--- src/rtl/fetch_controller_pkg.sv ---
// Shared definitions for the instruction-fetch stage.
//   - fetch_state_e : controller FSM states (IDLE / RUN / HALT)
//   - ADDR_W_DEF    : default ROM word-address width
//   - HALT_WORD_DEF : instruction encoding that stops fetching
//   - NOP_WORD_DEF  : bubble placed in the IF/ID register (addi x0, x0, 0)
//   - sat_inc16     : 16-bit increment that sticks at all-ones
package fetch_controller_pkg;

    localparam int unsigned ADDR_W_DEF    = 5;
    localparam logic [31:0] HALT_WORD_DEF = 32'hFFFF_FFFF;
    localparam logic [31:0] NOP_WORD_DEF  = 32'h0000_0013;

    typedef enum logic [1:0] {
        ST_IDLE,
        ST_RUN,
        ST_HALT
    } fetch_state_e;

    function automatic logic [15:0] sat_inc16(input logic [15:0] v);
        return (v == 16'hFFFF) ? v : v + 16'd1;
    endfunction

endpackage

--- src/rtl/fetch_controller_if.sv ---
// Fetch-stage bundle: control from the pipeline, the external ROM port and
// the IF/ID register outputs.
//   master : the fetch controller (drives rom_addr and the out_* / status signals)
//   slave  : the surrounding pipeline / ROM (drives start, stall, redirect, rom_instr)
interface fetch_controller_if
    import fetch_controller_pkg::*;
#(
    parameter int unsigned ADDR_W = ADDR_W_DEF
);
    logic              start;
    logic              stall;
    logic              redirect_valid;
    logic [ADDR_W-1:0] redirect_addr;
    logic [ADDR_W-1:0] rom_addr;
    logic [31:0]       rom_instr;
    logic              out_valid;
    logic [31:0]       out_instr;
    logic [ADDR_W-1:0] out_pc;
    logic              halted;
    logic [15:0]       fetch_count;

    modport master (
        input  start, stall, redirect_valid, redirect_addr, rom_instr,
        output rom_addr, out_valid, out_instr, out_pc, halted, fetch_count
    );

    modport slave (
        output start, stall, redirect_valid, redirect_addr, rom_instr,
        input  rom_addr, out_valid, out_instr, out_pc, halted, fetch_count
    );
endinterface

--- src/rtl/fetch_pc_reg.sv ---
// Program-counter register. Load has priority over increment; the
// increment wraps naturally modulo 2^ADDR_W; with neither asserted it holds.
//   clk, rst_n   : clock, synchronous active-low reset (pc -> 0)
//   load_i       : load load_addr_i
//   load_addr_i  : new pc value
//   inc_i        : advance pc by one word
//   pc_o         : current pc
module fetch_pc_reg
    import fetch_controller_pkg::*;
#(
    parameter int unsigned ADDR_W = ADDR_W_DEF
) (
    input  logic              clk,
    input  logic              rst_n,
    input  logic              load_i,
    input  logic [ADDR_W-1:0] load_addr_i,
    input  logic              inc_i,
    output logic [ADDR_W-1:0] pc_o
);
    logic [ADDR_W-1:0] pc_q;
    logic [ADDR_W-1:0] pc_d;

    always_comb begin
        pc_d = pc_q;
        if (load_i) begin
            pc_d = load_addr_i;
        end else if (inc_i) begin
            pc_d = pc_q + ADDR_W'(1);
        end
    end

    always_ff @(posedge clk) begin
        if (!rst_n) begin
            pc_q <= '0;
        end else begin
            pc_q <= pc_d;
        end
    end

    assign pc_o = pc_q;
endmodule

--- src/rtl/fetch_controller.sv ---
// Instruction-fetch controller: walks a combinational external ROM and
// fills a registered IF/ID stage, handling stall, redirect and halt.
//   clk, rst_n : clock, synchronous active-low reset
//   bus        : fetch_controller_if.master (start/stall/redirect in,
//                rom_addr/rom_instr ROM port, out_valid/out_instr/out_pc,
//                halted, fetch_count out)
module fetch_controller
    import fetch_controller_pkg::*;
#(
    parameter int unsigned ADDR_W    = ADDR_W_DEF,
    parameter logic [31:0] HALT_WORD = HALT_WORD_DEF,
    parameter logic [31:0] NOP_WORD  = NOP_WORD_DEF
) (
    input  logic       clk,
    input  logic       rst_n,
    fetch_controller_if.master bus
);
    fetch_state_e      state_q;
    logic              out_valid_q;
    logic [31:0]       out_instr_q;
    logic [ADDR_W-1:0] out_pc_q;
    logic              halted_q;
    logic [15:0]       count_q;
    logic [ADDR_W-1:0] pc;

    // Redirect outranks stall, and stall outranks halt detection, so the
    // halt word only takes effect once the stage is free to advance.
    logic in_run, do_redirect, advance, halt_seen, deliver;

    always_comb begin
        in_run      = (state_q == ST_RUN);
        do_redirect = in_run && bus.redirect_valid;
        advance     = in_run && !bus.redirect_valid && !bus.stall;
        halt_seen   = advance && (bus.rom_instr == HALT_WORD);
        deliver     = advance && (bus.rom_instr != HALT_WORD);
    end

    fetch_pc_reg #(.ADDR_W(ADDR_W)) u_pc (
        .clk         (clk),
        .rst_n       (rst_n),
        .load_i      (do_redirect),
        .load_addr_i (bus.redirect_addr),
        .inc_i       (deliver),
        .pc_o        (pc)
    );

    always_ff @(posedge clk) begin
        if (!rst_n) begin
            state_q     <= ST_IDLE;
            out_valid_q <= 1'b0;
            out_instr_q <= NOP_WORD;
            out_pc_q    <= '0;
            halted_q    <= 1'b0;
            count_q     <= '0;
        end else begin
            case (state_q)
                ST_IDLE: begin
                    if (bus.start) begin
                        state_q <= ST_RUN;
                    end
                end
                ST_RUN: begin
                    if (do_redirect) begin
                        out_valid_q <= 1'b0;
                        out_instr_q <= NOP_WORD;
                    end else if (halt_seen) begin
                        state_q     <= ST_HALT;
                        halted_q    <= 1'b1;
                        out_valid_q <= 1'b0;
                        out_instr_q <= NOP_WORD;
                    end else if (deliver) begin
                        out_valid_q <= 1'b1;
                        out_instr_q <= bus.rom_instr;
                        out_pc_q    <= pc;
                        count_q     <= sat_inc16(count_q);
                    end
                end
                ST_HALT: begin
                    halted_q <= 1'b1;
                end
                default: begin
                    state_q <= ST_IDLE;
                end
            endcase
        end
    end

    assign bus.rom_addr    = pc;
    assign bus.out_valid   = out_valid_q;
    assign bus.out_instr   = out_instr_q;
    assign bus.out_pc      = out_pc_q;
    assign bus.halted      = halted_q;
    assign bus.fetch_count = count_q;
endmodule

--- src/flat_wrapper.sv ---
// flat-port wrapper written by rule: the top's interface ports become plain ports
module fetch_controller_flat import fetch_controller_pkg::*;
#(
    parameter int unsigned ADDR_W    = ADDR_W_DEF,
    parameter logic [31:0] HALT_WORD = HALT_WORD_DEF,
    parameter logic [31:0] NOP_WORD  = NOP_WORD_DEF
)
  (clk, rst_n, bus_start, bus_stall, bus_redirect_valid, bus_redirect_addr, bus_rom_instr, bus_rom_addr, bus_out_valid, bus_out_instr, bus_out_pc, bus_halted, bus_fetch_count);
  fetch_controller_if #(.ADDR_W(ADDR_W)) bus_i ();
  input  logic clk;
  input  logic rst_n;
  input wire logic [$bits(bus_i.start)-1:0] bus_start;
  input wire logic [$bits(bus_i.stall)-1:0] bus_stall;
  input wire logic [$bits(bus_i.redirect_valid)-1:0] bus_redirect_valid;
  input wire logic [$bits(bus_i.redirect_addr)-1:0] bus_redirect_addr;
  input wire logic [$bits(bus_i.rom_instr)-1:0] bus_rom_instr;
  output wire logic [$bits(bus_i.rom_addr)-1:0] bus_rom_addr;
  output wire logic [$bits(bus_i.out_valid)-1:0] bus_out_valid;
  output wire logic [$bits(bus_i.out_instr)-1:0] bus_out_instr;
  output wire logic [$bits(bus_i.out_pc)-1:0] bus_out_pc;
  output wire logic [$bits(bus_i.halted)-1:0] bus_halted;
  output wire logic [$bits(bus_i.fetch_count)-1:0] bus_fetch_count;
  assign bus_i.start = bus_start;
  assign bus_i.stall = bus_stall;
  assign bus_i.redirect_valid = bus_redirect_valid;
  assign bus_i.redirect_addr = bus_redirect_addr;
  assign bus_i.rom_instr = bus_rom_instr;
  assign bus_rom_addr = bus_i.rom_addr;
  assign bus_out_valid = bus_i.out_valid;
  assign bus_out_instr = bus_i.out_instr;
  assign bus_out_pc = bus_i.out_pc;
  assign bus_halted = bus_i.halted;
  assign bus_fetch_count = bus_i.fetch_count;
  fetch_controller #(.ADDR_W(ADDR_W), .HALT_WORD(HALT_WORD), .NOP_WORD(NOP_WORD)) u_core (.clk(clk), .rst_n(rst_n), .bus(bus_i));
endmodule
--- config.mk ---
export PLATFORM = sky130hd
export DESIGN_NAME = fetch_controller_flat
export DESIGN_NICKNAME = d
export VERILOG_FILES = /design/src/rtl/fetch_controller_pkg.sv /design/src/rtl/fetch_controller_if.sv /design/src/rtl/fetch_pc_reg.sv /design/src/rtl/fetch_controller.sv /design/src/flat_wrapper.sv
export SDC_FILE = /design/constraint.sdc
export NUM_CORES = 1
export LEC_CHECK = 0
export CORE_ASPECT_RATIO = 0.9
export CORE_MARGIN = 2
export CORE_UTILIZATION = 25
export CTS_CLUSTER_DIAMETER = 40
export DETAILED_ROUTE_END_ITERATION = 16
export PLACE_DENSITY_LB_ADDON = 0.08
export SYNTH_ARGS = -nofsm -noshare
export SYNTH_HDL_FRONTEND = slang
export SYNTH_SLANG_ARGS = --single-unit
--- constraint.sdc ---
create_clock -name clk -period 1.8 [get_ports clk]
set_input_delay 0.18 -clock clk [delete_from_list [all_inputs] [get_ports clk]]
set_output_delay 0.18 -clock clk [all_outputs]
set_load 0.01 [all_outputs]
==> impl_metrics.tcl, run 1 <==
set metrics [dict create \
    status "complete, no violations" \
    instances_no_fill 579 \
    dp.cells 556 \
    fin_nets 493 \
    synthFlopType "dfxtp_1" \
    finalCriticalPeriod_ns 1.745 \
    syn_nets 345 \
    switching_share_pct 24.20 \
    p_comb_share_pct 17.9 \
    p_sw_mw 1.020 \
    place.gp.congestion 0.7070 \
    fillers 1017 \
    grt_max_degree 31 \
    antenna_found_initial 0 \
    timing.slew.headroom_pct 74.50 \
    p_per_area_nw_per_um2 886.7 \
    die_y_um 102.6 \
    area_growth_pct 75.79 \
    ctsHoldBuffers 0 \
    die-area_um2 11660 \
    crit_fanout 5 \
    p_seq_share_pct 35.5 \
    cts.sinks 62 \
    worst-setup-path-type "reg2reg" \
    portBuffers 101 \
    finalSetupViolations 0 \
    synth.distinct_cells 45 \
    seq_area_frac_synth_pct 45.93 \
    drt_wl_total_mm 9.163 \
    syn_area_um2 2703 \
    ant_nets 0 \
    grt.overflow.total 0 \
    crit_arrival_ns 2.00 \
    post-route-drc-count 0 \
    cp.required_ns 2.05 \
    intPower_mw 3.193 \
    cap_violations 0 \
    hold_depth 3 \
    synth_cells 297 \
    cts_tree "built" \
    final-hold-violation-count 0 \
    finalMaxSlewViolations 0 \
    row_count 35 \
    synth_commonest_cells "dfxtp_1 (62), nand2_1 (36), nor2_1 (33), a22oi_1 (29), a21oi_1 (17)" \
    cp-end-kind "register" \
    antenna_cells 0 \
    hold_path_class "in2reg" \
    synthArstFlopShare_pct 0 \
    drive_gt1_share_pct 21.33 \
    cts_buffer_depth 2 \
    clock_latency_ns 0.33 \
    worst_clock_skew_ns 0.006344 \
    routed_via_density 4.850 \
    core_area_um2 10380 \
    worstMarginPinSlew_ns 0.3797 \
    vias 2808 \
    htree_num_levels 3 \
    clockRootBuffer "clkbuf_16" \
    cp-start-kind "register" \
    initial_utilization_pct 26.04 \
    yosys-top-cells-area "dfxtp_1 (46%), a22oi_1 (8.1%), nand2_1 (5.0%), nor2_1 (4.6%), a21oi_1 (3.1%)" \
    synth-edff-count 0 \
    grt_pass1_vias 2689 \
    r2r_cells 6 \
    power_mw 4.213 \
    leakage_nw 1.793 \
    grt_pass1_wl_mm 14.45 \
    yosysMostFrequentCell "dfxtp_1" \
    rsz0062_at_grt "true" \
    post-synth-top-area-fraction_pct 45.93 \
    die_w_um 113.6 \
    yosys_register_bits 62 \
    grt_usage_pct 16.01 \
    synth.largest_area_cell "dfxtp_1" \
    drt_first_iter_violations 154 \
    ys_warn_count 0 \
    firstDrtPassIters 4 \
    clk_pin_slew_ns 0.05 \
    clkPwrFrac_pct 46.6 \
    fmax_mhz 573.1 \
    period_share_pct 96.94 \
    multi_input_area_um2 1460 \
    ios 102 \
    syn_area_per_cell_um2 9.100 \
    cts_buffers 9 \
    seq_area_um2 1246 \
    wl_per_cell_um 15.83 \
    dp_hpwl_mm 6.249 \
    vdd_ir_drop_max_v 0.0004097 \
]
-- critical path: stages, from the launching register on --
cell and delay, ns:
dfxtp_1 0.37, nand4_1 0.28, nor4_4 0.48, a2111oi_4 0.08, buf_4 0.18, nand3_1 0.11, mux2i_1 0.18
-- per-layer routing --
layer  vias up  share of wire (%)  global-route usage [%]  wire (um)
met5         -                  0                       0          0
met4         0                1.7                   6.191        159
met3        15                4.7                   3.704        435
met2        87                 43                   23.91       3975
met1      1315                 50                   22.52       4592
li1       1391                  -                       -          -
-- power by group through the flow --
stage	Clock, mW	Sequential (mW)	Combinational, mW
floorplan	0	1.54	0.268
global placement	0	1.51	0.678
detailed placement	0	1.52	0.682
CTS	2.03	1.49	0.717
global route	2.09	1.50	0.813
finish	1.96	1.49	0.753
-- stage by stage --
step	setup TNS, ns	hold slack (ns)	cell area, um2	utilization (%)	worst slack (ns)
global route	-0.05931	0.1747	4751	45.77	-0.05081
global placement	-13.32	0.4439	4235	40.81	-0.3049
floorplan	0	0.3246	2703	-	0.004321
finish	0	0.1567	4751	45.77	0.05504
detailed placement	-13.64	0.4485	4235	40.81	-0.3015
CTS	0	0.4557	4631	44.62	0.004812
-- path summary, 6_finish.rpt --
kind,startpoint,endpoint,slack (ns)
worst max register to register,u_core.bus.fetch_count[11]$_SDFFE_PN0P_,u_core.bus.fetch_count[13]$_SDFFE_PN0P_,0.06
worst max-delay path,u_core.bus.fetch_count[11]$_SDFFE_PN0P_,u_core.bus.fetch_count[13]$_SDFFE_PN0P_,0.06
worst min register to register,u_core.bus.out_pc[4]$_SDFFE_PN0P_,u_core.bus.out_pc[4]$_SDFFE_PN0P_,0.45
worst min-delay path,bus_rom_instr[5],u_core.bus.out_instr[5]$_SDFFE_PN0P_,0.16
-- flip-flops by register name, indices dropped and copies added, names as in the netlist --
signal                  cells
u_core.u_pc.pc_o            5
u_core.state_q              2
u_core.bus.out_instr       32
u_core.bus.out_pc           5
u_core.bus.out_valid        1
u_core.bus.halted           1
u_core.bus.fetch_count     16
-- what timing repair did --
item / in CTS / in global routing
pin swaps: 2 / 13
resized for setup: 11 / 22
cloned: 1 / 0
setup buffers: 2 / 4
setup endpoints to repair: 14 / 33
-- area by class of cell --
class	instances	share of cell area, %
Sequential cell	62	26.23
Inverter	6	0.5267
Clock buffer	10	4.820
Tap cell	129	3.397
Timing Repair Buffer	154	31.97
Multi-Input combinational cell	212	30.73
Clock inverter	6	2.318
-- cell families after synthesis --
kind of cell	Yosys count	share of synthesized area, %
mux	7	2.593
compound gates	78	20.97
buf+inv	24	4.213
fa+ha+maj	6	2.778
xor+xnor	3	0.9724
simple gates	117	22.55
flops	62	45.93
-- cell usage in the layout, fill, tap and decap left out, types with 6 or more instances in the layout --
cell type and count:
nand2_1 35, nor2_1 32, clkdlybuf4s50_1 95, mux2i_1 7, o31ai_1 6, buf_12 7
a21oi_1 16, dfxtp_1 60, dlymetal6s2s_1 6, a22oi_1 28, nand4_1 13, buf_4 44
clkbuf_16 9, nand2b_1 7
Note: power is estimated with default switching activity, not from simulation.
==> inputs of run 2 (changes only) <==
--- a/config.mk
+++ b/config.mk
@@ -7,7 +7,7 @@
 export LEC_CHECK = 0
 export CORE_ASPECT_RATIO = 0.9
 export CORE_MARGIN = 2
-export CORE_UTILIZATION = 25
+export CORE_UTILIZATION = 40
 export CTS_CLUSTER_DIAMETER = 40
 export DETAILED_ROUTE_END_ITERATION = 16
 export PLACE_DENSITY_LB_ADDON = 0.08
==> run 2 against run 1 <==
  * Cell count is 7.1% lower
  * Die area is 36% lower
  * Worst hold slack worse by 0.012 ns
  * Count of clock-buffer cells in the layout is 4 higher
  * Register-to-register slack worse by 0.02 ns
==> impl_metrics.tcl, run 2 (synthesis results as in run 1) <==
set metrics [dict create \
    status "complete, no violations" \
    cp-end-kind "register" \
    grt_max_degree 31 \
    worstMarginPinSlew_ns 0.4381 \
    post-route-drc-count 0 \
    largest_reg_flops 32 \
    vias 2809 \
    drt_first_iter_violations 79 \
    die-area_um2 7431 \
    p_per_area_nw_per_um2 805.0 \
    dpl_worst_slack_ns -0.2796 \
    drt_wl_total_mm 8.224 \
    crit_chain "ha_2 > nand3_4 > nor4_4 > buf_4 > buf_4 > or4_1 > a21oi_2" \
    cap_violations 0 \
    fmax_mhz 565.6 \
    cts_tree "built" \
    die_y_um 81.98 \
    antenna_cells 0 \
    ios 102 \
    setup-tns-final_ns 0 \
    power_mw 3.756 \
    cts_buffer_depth 2 \
    htree_num_levels 3 \
    cts_buffers 9 \
    finalCriticalPeriod_ns 1.768 \
    finalMaxSlewViolations 0 \
    antenna_found_initial 0 \
    clkPwrFrac_pct 40.4 \
    multi_input_area_um2 1533 \
    worst-setup-path-type "reg2reg" \
    cp-start-kind "register" \
    die_w_um 90.65 \
    leakage_nw 1.800 \
    wl_per_cell_um 15.29 \
    intPower_mw 2.808 \
    dp_hpwl_mm 5.453 \
    cts.sinks 62 \
    p_sw_mw 0.9477 \
    period_share_pct 98.22 \
    slowest_stage "or4_1" \
    row_count 28 \
    ctsHoldBuffers 0 \
    drive_gt1_share_pct 25.45 \
    crit_arrival_ns 2.04 \
    routed_via_density 5.221 \
    grt_pass1_vias 2738 \
    place.gp.congestion 0.8059 \
    clockRootBuffer "clkbuf_8" \
    clk_pin_slew_ns 0.07 \
    critPathTopFamily "simple AND/OR/NAND/NOR gates" \
    p_seq_share_pct 39.6 \
    max_stage_delay_ns 0.53 \
    grt_pass1_wl_mm 12.90 \
    cp.required_ns 2.07 \
    final-hold-violation-count 0 \
    fillers 535 \
    postLayoutSetupSlackWorst_ns 0.03208 \
    hold_path_class "in2reg" \
    final_common_cell "clkdlybuf4s50_1" \
    portBuffers 101 \
    fin_nets 491 \
    vdd_ir_drop_max_v 0.0004674 \
    worst_clock_skew_ns 0.003316 \
    switching_share_pct 25.23 \
    clock_latency_ns 0.34 \
    rsz0062_at_grt "true" \
    area_growth_pct 72.64 \
    initial_utilization_pct 41.25 \
    layout_common_cells "clkdlybuf4s50_1 (89), dfxtp_1 (58), buf_4 (44)" \
    core_area_um2 6551 \
    firstDrtPassIters 6 \
    finalSetupViolations 0 \
    ant_nets 0 \
    grt.overflow.total 0 \
    seq_area_um2 1246 \
    p_comb_share_pct 20.0 \
    path_common_cell "buf_4" \
    grt_usage_pct 21.92 \
    cp_num_buf_inv 2 \
    crit_fanout 11 \
    timing.slew.headroom_pct 70.04 \
]
-- run 2: worst paths after layout --
check	depth (start not counted)	startpoint	end	slack, ns
setup / recovery	7	u_core.bus.fetch_count[0]$_SDFFE_PN0P_	u_core.bus.fetch_count[5]$_SDFFE_PN0P_	0.03
hold / removal	3	bus_rom_instr[6]	u_core.bus.out_instr[6]$_SDFFE_PN0P_	0.14
setup reg to reg	7	u_core.bus.fetch_count[0]$_SDFFE_PN0P_	u_core.bus.fetch_count[5]$_SDFFE_PN0P_	0.03
hold reg to reg	2	u_core.bus.out_pc[2]$_SDFFE_PN0P_	u_core.bus.out_pc[2]$_SDFFE_PN0P_	0.46
-- run 2: per-stage QoR --
step / hold WS, ns / instances / utilization [%] / cell area (um2)
finish: 0.1449 / 538 / 71.22 / 4666
global route: 0.1428 / 538 / 71.22 / 4666
CTS: 0.4359 / 534 / 67.69 / 4434
detailed placement: 0.4500 / 512 / 62.76 / 4111
global placement: 0.4427 / 512 / 62.76 / 4111
floorplan: 0.3246 / 297 / - / 2703
-- run 2: layer usage --
layer  up-vias  GRT usage (%)  routed length (um)
li1       1380              -                   -
met1      1322          25.21                3590
met2        92          37.61                3869
met3        15          8.257                 604
met5         -              0                   0
met4         0          8.308                 160
-- run 2: power groups by stage --
| stage | Clock, mW | Combinational, mW | Sequential, mW |
|---|---|---|---|
| global placement | 0 | 0.664 | 1.51 |
| floorplan | 0 | 0.268 | 1.54 |
| detailed placement | 0 | 0.678 | 1.51 |
| global route | 1.61 | 0.812 | 1.49 |
| finish | 1.52 | 0.751 | 1.49 |
| CTS | 1.53 | 0.701 | 1.48 |
-- run 2: layout make-up --
class	instances	area share (%)
clock inverters	2	1.287
inverters	6	0.4827
flip-flops and latches	62	26.71
multi-input cells	212	32.85
clock buffers	14	4.130
well taps	90	2.414
repair buffers	152	32.13
-- run 2: worst register-to-register path: cells and delay by family, from the launching register on --
family	cells	cell delay, ns
AO/OA/AOI/OAI	1	0.14
buffers and inverters	2	0.33
adder cells (fa/ha/maj)	1	0.20
flip-flops	1	0.34
AND/OR/NAND/NOR	3	0.69
-- run 2: what timing repair did --
item / 4_1_cts / 5_1_grt
gates resized for setup: 5 / 48
endpoints found under the setup margin: 50 / 55
setup buffers: 5 / 3
pin swaps: 4 / 9
cloned: 1 / 1
==> RTL edit 1, RTL diff (flow settings as in run 1) <==
The 3 states of `fetch_state_e` get a one-hot encoding in 3 bits.
--- a/src/rtl/fetch_controller_pkg.sv
+++ b/src/rtl/fetch_controller_pkg.sv
@@ -11,8 +11,8 @@
     localparam logic [31:0] NOP_WORD_DEF  = 32'h0000_0013;
 
-    typedef enum logic [1:0] {
-        ST_IDLE,
-        ST_RUN,
-        ST_HALT
+    typedef enum logic [2:0] {
+        ST_IDLE = 3'b001,
+        ST_RUN  = 3'b010,
+        ST_HALT = 3'b100
     } fetch_state_e;
 
Formal check against the unedited RTL: same outputs for any inputs over 10 cycles, from zero or initial values and one cycle with rst_n low; not proved beyond that.
==> RTL edit 1 against run 1 <==
  * The flow now finishes with violations (design-rule violations)
  * Via count decreased by 3.7%
  * Maximum frequency shrank 0.80%
  * Sequential cell count grew 1
  * Cell area shrank 1.2%
  * Area after synthesis decreased by 1.2%
  * Setup slack worse by 0.014 ns
  * Routed wire length decreased by 8.9%
  * Critical path type unchanged
  * Highest routed layer unchanged
Power is not compared: it rests on default switching activity, and its combinational part moved more than twofold at a synthesized area within 25%.
==> RTL edit 1: results (changes against run 1) <==
Finish:
- The final layout net count is 491 (-0.41%).
- The number of standard cells in the layout, taps in and fillers out was 581 (+0.35%).
- The layout-stage area growth over the synthesis result was 75.9% (about the same).
- The clock network contribution to total cell area was 6.39% (-0.74 points).
- The final-layout fill cell count is 1019 (+0.20%).
- The sequential portion of the cell area came to 26.9% (+0.65 points).
- The share of final layout cell area taken by non-clock buffers was 32.9% (+0.88 points).
- The layout multi-input combinational cell count is 213 (+0.47%).
- The number of clock buffers in the layout was 11 (+1).

Synth:
- The register area share after synthesis is 47.3% (+1.3 points).
- The mux cell area share after synthesis was 2.63% (+0.033 points).
- The net count after synthesis is 339 (-1.7%).
- The share of the synthesized area in compound gates (AO/OA/AOI/OAI) is 20.2% (-0.77 points).
- After synthesis, the cell types taking the most area are dfxtp_1 47%, a22oi_1 8.2%, nor2_1 5.5%.
- The share of the synthesized netlist area taken by xor and xnor gates was 0.656% (-0.32 points).
- The mean area per synthesized cell is 9.05 um^2 (-0.58%).
- The area of the mapped netlist is 2670 um^2 (-1.2%).

Route:
- The number of violations reported at the end of detailed-routing iteration 0 is 125 (-19%).
- The number of design rule violations left after detail routing is 6 (+6).
- The overall routed net length was 8340 um (-8.9%).
- The iteration count of the initial detailed-routing pass was 11 (+7).

Placed design:
- The cell area reported after detailed placement is 4260 um^2 (+0.65%).
- The pre-CTS setup slack is -0.344 ns (-0.0429 ns).
- The number of cells after detailed placement was 564 (+1.4%).

Run status:
- The checks that failed: design-rule violations.
- The flow ran to the end, but the final reports show violations.

Global route:
- The via count of the first global-routing pass is 2656 (-1.2%).
- The overall global routing resource usage came to 14.8% (-1.2 points).
- The pin count of the biggest net entering global routing is 49 (+58%).

Clock tree:
- The clock sink count is 63 (+1.6%).

Setup path:
- The source of the critical timing path is u_core.state_q[0].
- The maximum fanout along the worst path came to 4 (-1).
- The endpoint of the worst setup timing path is u_core.bus.fetch_count[8].
- The worst setup path is of the flop to flop kind.

STA:
- The setup clock skew after layout is 0.00764 ns (+0.00130 ns).
- The tightest hold margin is 0.159 ns (+0.00268 ns).
- The share of the clock period used by the worst path is 97.7% (+0.78 points).

Min path:
- The endpoint of the worst hold path is u_core.bus.out_instr[8].
- The startpoint identified for the worst hold timing path is bus_rom_instr[8].
==> RTL edit 1: changes by cell type in the layout (fill, tap and decap cells not counted), moves of 6 or more <==
cell,delta
nor2_1,+6
nand2_1,-7
a22oi_2,+10
a22oi_1,-10
nand3_1,+7
==> RTL edit 1: power groups by stage <==
stage / clock network (mW) / registers, mW / logic (mW)
floorplan: 0 / 1.45 / 0.0618
global placement: 0 / 1.44 / 0.243
detailed placement: 0 / 1.44 / 0.243
CTS: 1.79 / 1.41 / 0.244
global route: 1.85 / 1.41 / 0.264
finish: 1.72 / 1.41 / 0.244
==> RTL edit 1: metal layers <==
metal / GRT usage [%] / wire length [um]
met5: 0 / 0
met4: 4.50 / 62
met1: 20.0 / 4030
met3: 3.86 / 428
met2: 23.5 / 3820
==> RTL edit 1: worst register-to-register path, delay by kind of cell, from the launching register on <==
kind / cells / cell delay, ns
simple gates: 3 / 0.78
compound gates: 2 / 0.44
flops: 1 / 0.34
buf+inv: 1 / 0.13
==> RTL edit 2, RTL diff (settings of run 1) <==
Without the edit above. Set the package constant `ADDR_W_DEF` to 6 (it was 5).
--- a/src/rtl/fetch_controller_pkg.sv
+++ b/src/rtl/fetch_controller_pkg.sv
@@ -7,5 +7,5 @@
 package fetch_controller_pkg;
 
-    localparam int unsigned ADDR_W_DEF    = 5;
+    localparam int unsigned ADDR_W_DEF    = 6;
     localparam logic [31:0] HALT_WORD_DEF = 32'hFFFF_FFFF;
     localparam logic [31:0] NOP_WORD_DEF  = 32'h0000_0013;
Ports: changed (resized bus_out_pc, bus_redirect_addr and bus_rom_addr); port bits go from 102 to 105. The function was not compared with the original's and may differ.
==> RTL edit 2 against run 1 <==
  * Routed wire length grew 4.9%
  * Area after synthesis increased by 5.7%
  * Sequential cell count rose by 2
  * Setup slack worse by 0.0065 ns
  * Cell area up 2.9%
  * Non-clock buffer count up 7
  * Power is 1.4% higher
  * Synthesized cell count up 9.4%
  * Hold slack better by 0.31 ns
  * Critical endpoint is now u_core.bus.fetch_count[15]
  * Largest power group unchanged
==> RTL edit 2: results (changes against run 1) <==
Synth:
- The net count after synthesis is 374 (+8.4%).
- The share of the synthesized netlist area taken by xor and xnor gates is 0% (-0.97 points).
- The mux cell area share after synthesis came to 1.40% (-1.2 points).
- The register area share after synthesis was 44.8% (-1.1 points).
- The number of distinct library cells after synthesis is 40 (-11%).
- By area the synthesized netlist is led by dfxtp_1 45%, a32oi_1 8.9%, nor2_1 4.7%.
- The share of the synthesized area in compound gates (AO/OA/AOI/OAI) is 23.1% (+2.1 points).
- By count the netlist is led by 64 x dfxtp_1, 36 x nor2_1, 29 x a32oi_1, 23 x o21ai_0, 20 x a21oi_1.
- The adder-cell share of the synthesized area was 2.63% (-0.15 points).
- The post-synthesis cell count came to 325 (+9.4%).

Global route:
- The met1 layer usage reported by global route is 22.2% (-0.35 points).
- The pin count of the biggest net entering global routing was 36 (+16%).
- The via count of the first global-routing pass came to 2919 (+8.6%).
- The met2 demand-to-capacity share in global routing was 23.0% (-0.95 points).
- The global-route wire length before repair is 15300 um (+5.9%).
- The overall global routing resource usage is 15.9% (-0.092 points).

Min path:
- The tightest min-delay check is of the flop to flop type.
- The cell depth of the worst min-delay path was 2 (-1).
- For hold timing, the worst endpoint is u_core.bus.halted.
- The source of the worst hold timing path is u_core.bus.halted.

Placed design:
- The routability congestion estimate is 0.752 (+6.4%).
- The HPWL after detailed placement came to 6790 um (+8.6%).
- The number of cells after detailed placement came to 611 (+9.9%).
- The pre-CTS setup slack is -0.324 ns (-0.0224 ns).
- The cell area reported after detailed placement was 4450 um^2 (+5.1%).
- The count of input and output buffers is 104 (+3.0%).

Power:
- The peak ir drop on the vdd network is 0.490 mV (+20%).

Clock tree:
- Clock-pin slew was measured on the worst setup and hold paths at 0.06 ns.
- The count of cells resized by post-cts repair is 2 (-9).
- The post-CTS setup buffer count is 0 (-2).

Route:
- The average detailed-routed wire length per instance is 15.3 um (-3.6%).
- The met1 routed wirelength after detailed routing is 4520 um (-1.5%).
- The number of violations reported at the end of detailed-routing iteration 0 is 139 (-9.7%).
- The overall routed net length is 9610 um (+4.9%).
- The sum of met2 wire segment lengths after detailed routing was 4410 um (+11%).
- The vias after detailed routing is 3080 (+9.7%).
- The met3 wire length is 602 um (+38%).

Finish:
- The share of post-route cells with drive strength above 1 came to 20.3% (-1.1 points).
- The final-layout fill cell count was 1140 (+12%).
- The final layout net count is 518 (+5.1%).

Run status:
- The flow ran to the end, and the final reports show no timing, DRC or antenna violations.

Setup path:
- The maximum fanout along the worst path came to 6 (+1).
- The peak per-stage delay on the critical path is 0.47 ns.
- The cell with the biggest individual delay on the critical path is or4_1.
- The reg-to-reg critical path endpoint is u_core.bus.fetch_count[15].
- The source of the critical timing path is u_core.bus.fetch_count[0].

STA:
- The tightest hold margin is 0.470 ns (+0.313 ns).
- The actual slew at the worst max-slew pin is 0.414 ns (+0.0340 ns).
- The setup clock skew after layout was 0.00590 ns (-0.000447 ns).
==> RTL edit 2: layout make-up <==
type	instances	area (um^2)	share of cell area, %
well taps	156	195	3.99
inverters	8	30.0	0.614
clock buffers	12	267	5.45
repair buffers	161	1540	31.4
flip-flops and latches	64	1290	26.3
multi-input cells	225	1500	30.7
clock inverters	4	75.1	1.54
==> RTL edit 2: how the worst max path moves through the flow <==
| stage | to | slack (ns) | depth (start not counted) |
|---|---|---|---|
| after floorplan | u_core.bus.fetch_count[11] | 0.002 | 8 |
| after global placement | u_core.u_pc.pc_o[5] | -0.32 | 8 |
| after detailed placement | u_core.u_pc.pc_o[0] | -0.32 | 7 |
| after CTS | u_core.u_pc.pc_o[0] | 0.02 | 7 |
| after global routing | u_core.bus.fetch_count[15] | -0.04 | 6 |
| final | u_core.bus.fetch_count[15] | 0.05 | 6 |
==> RTL edit 2: where the power goes <==
group          leakage [nW]  switching [mW]  internal (mW)
sequential            0.520          0.0601           1.49
combinational          1.04           0.338          0.406
clock                 0.161           0.650           1.33
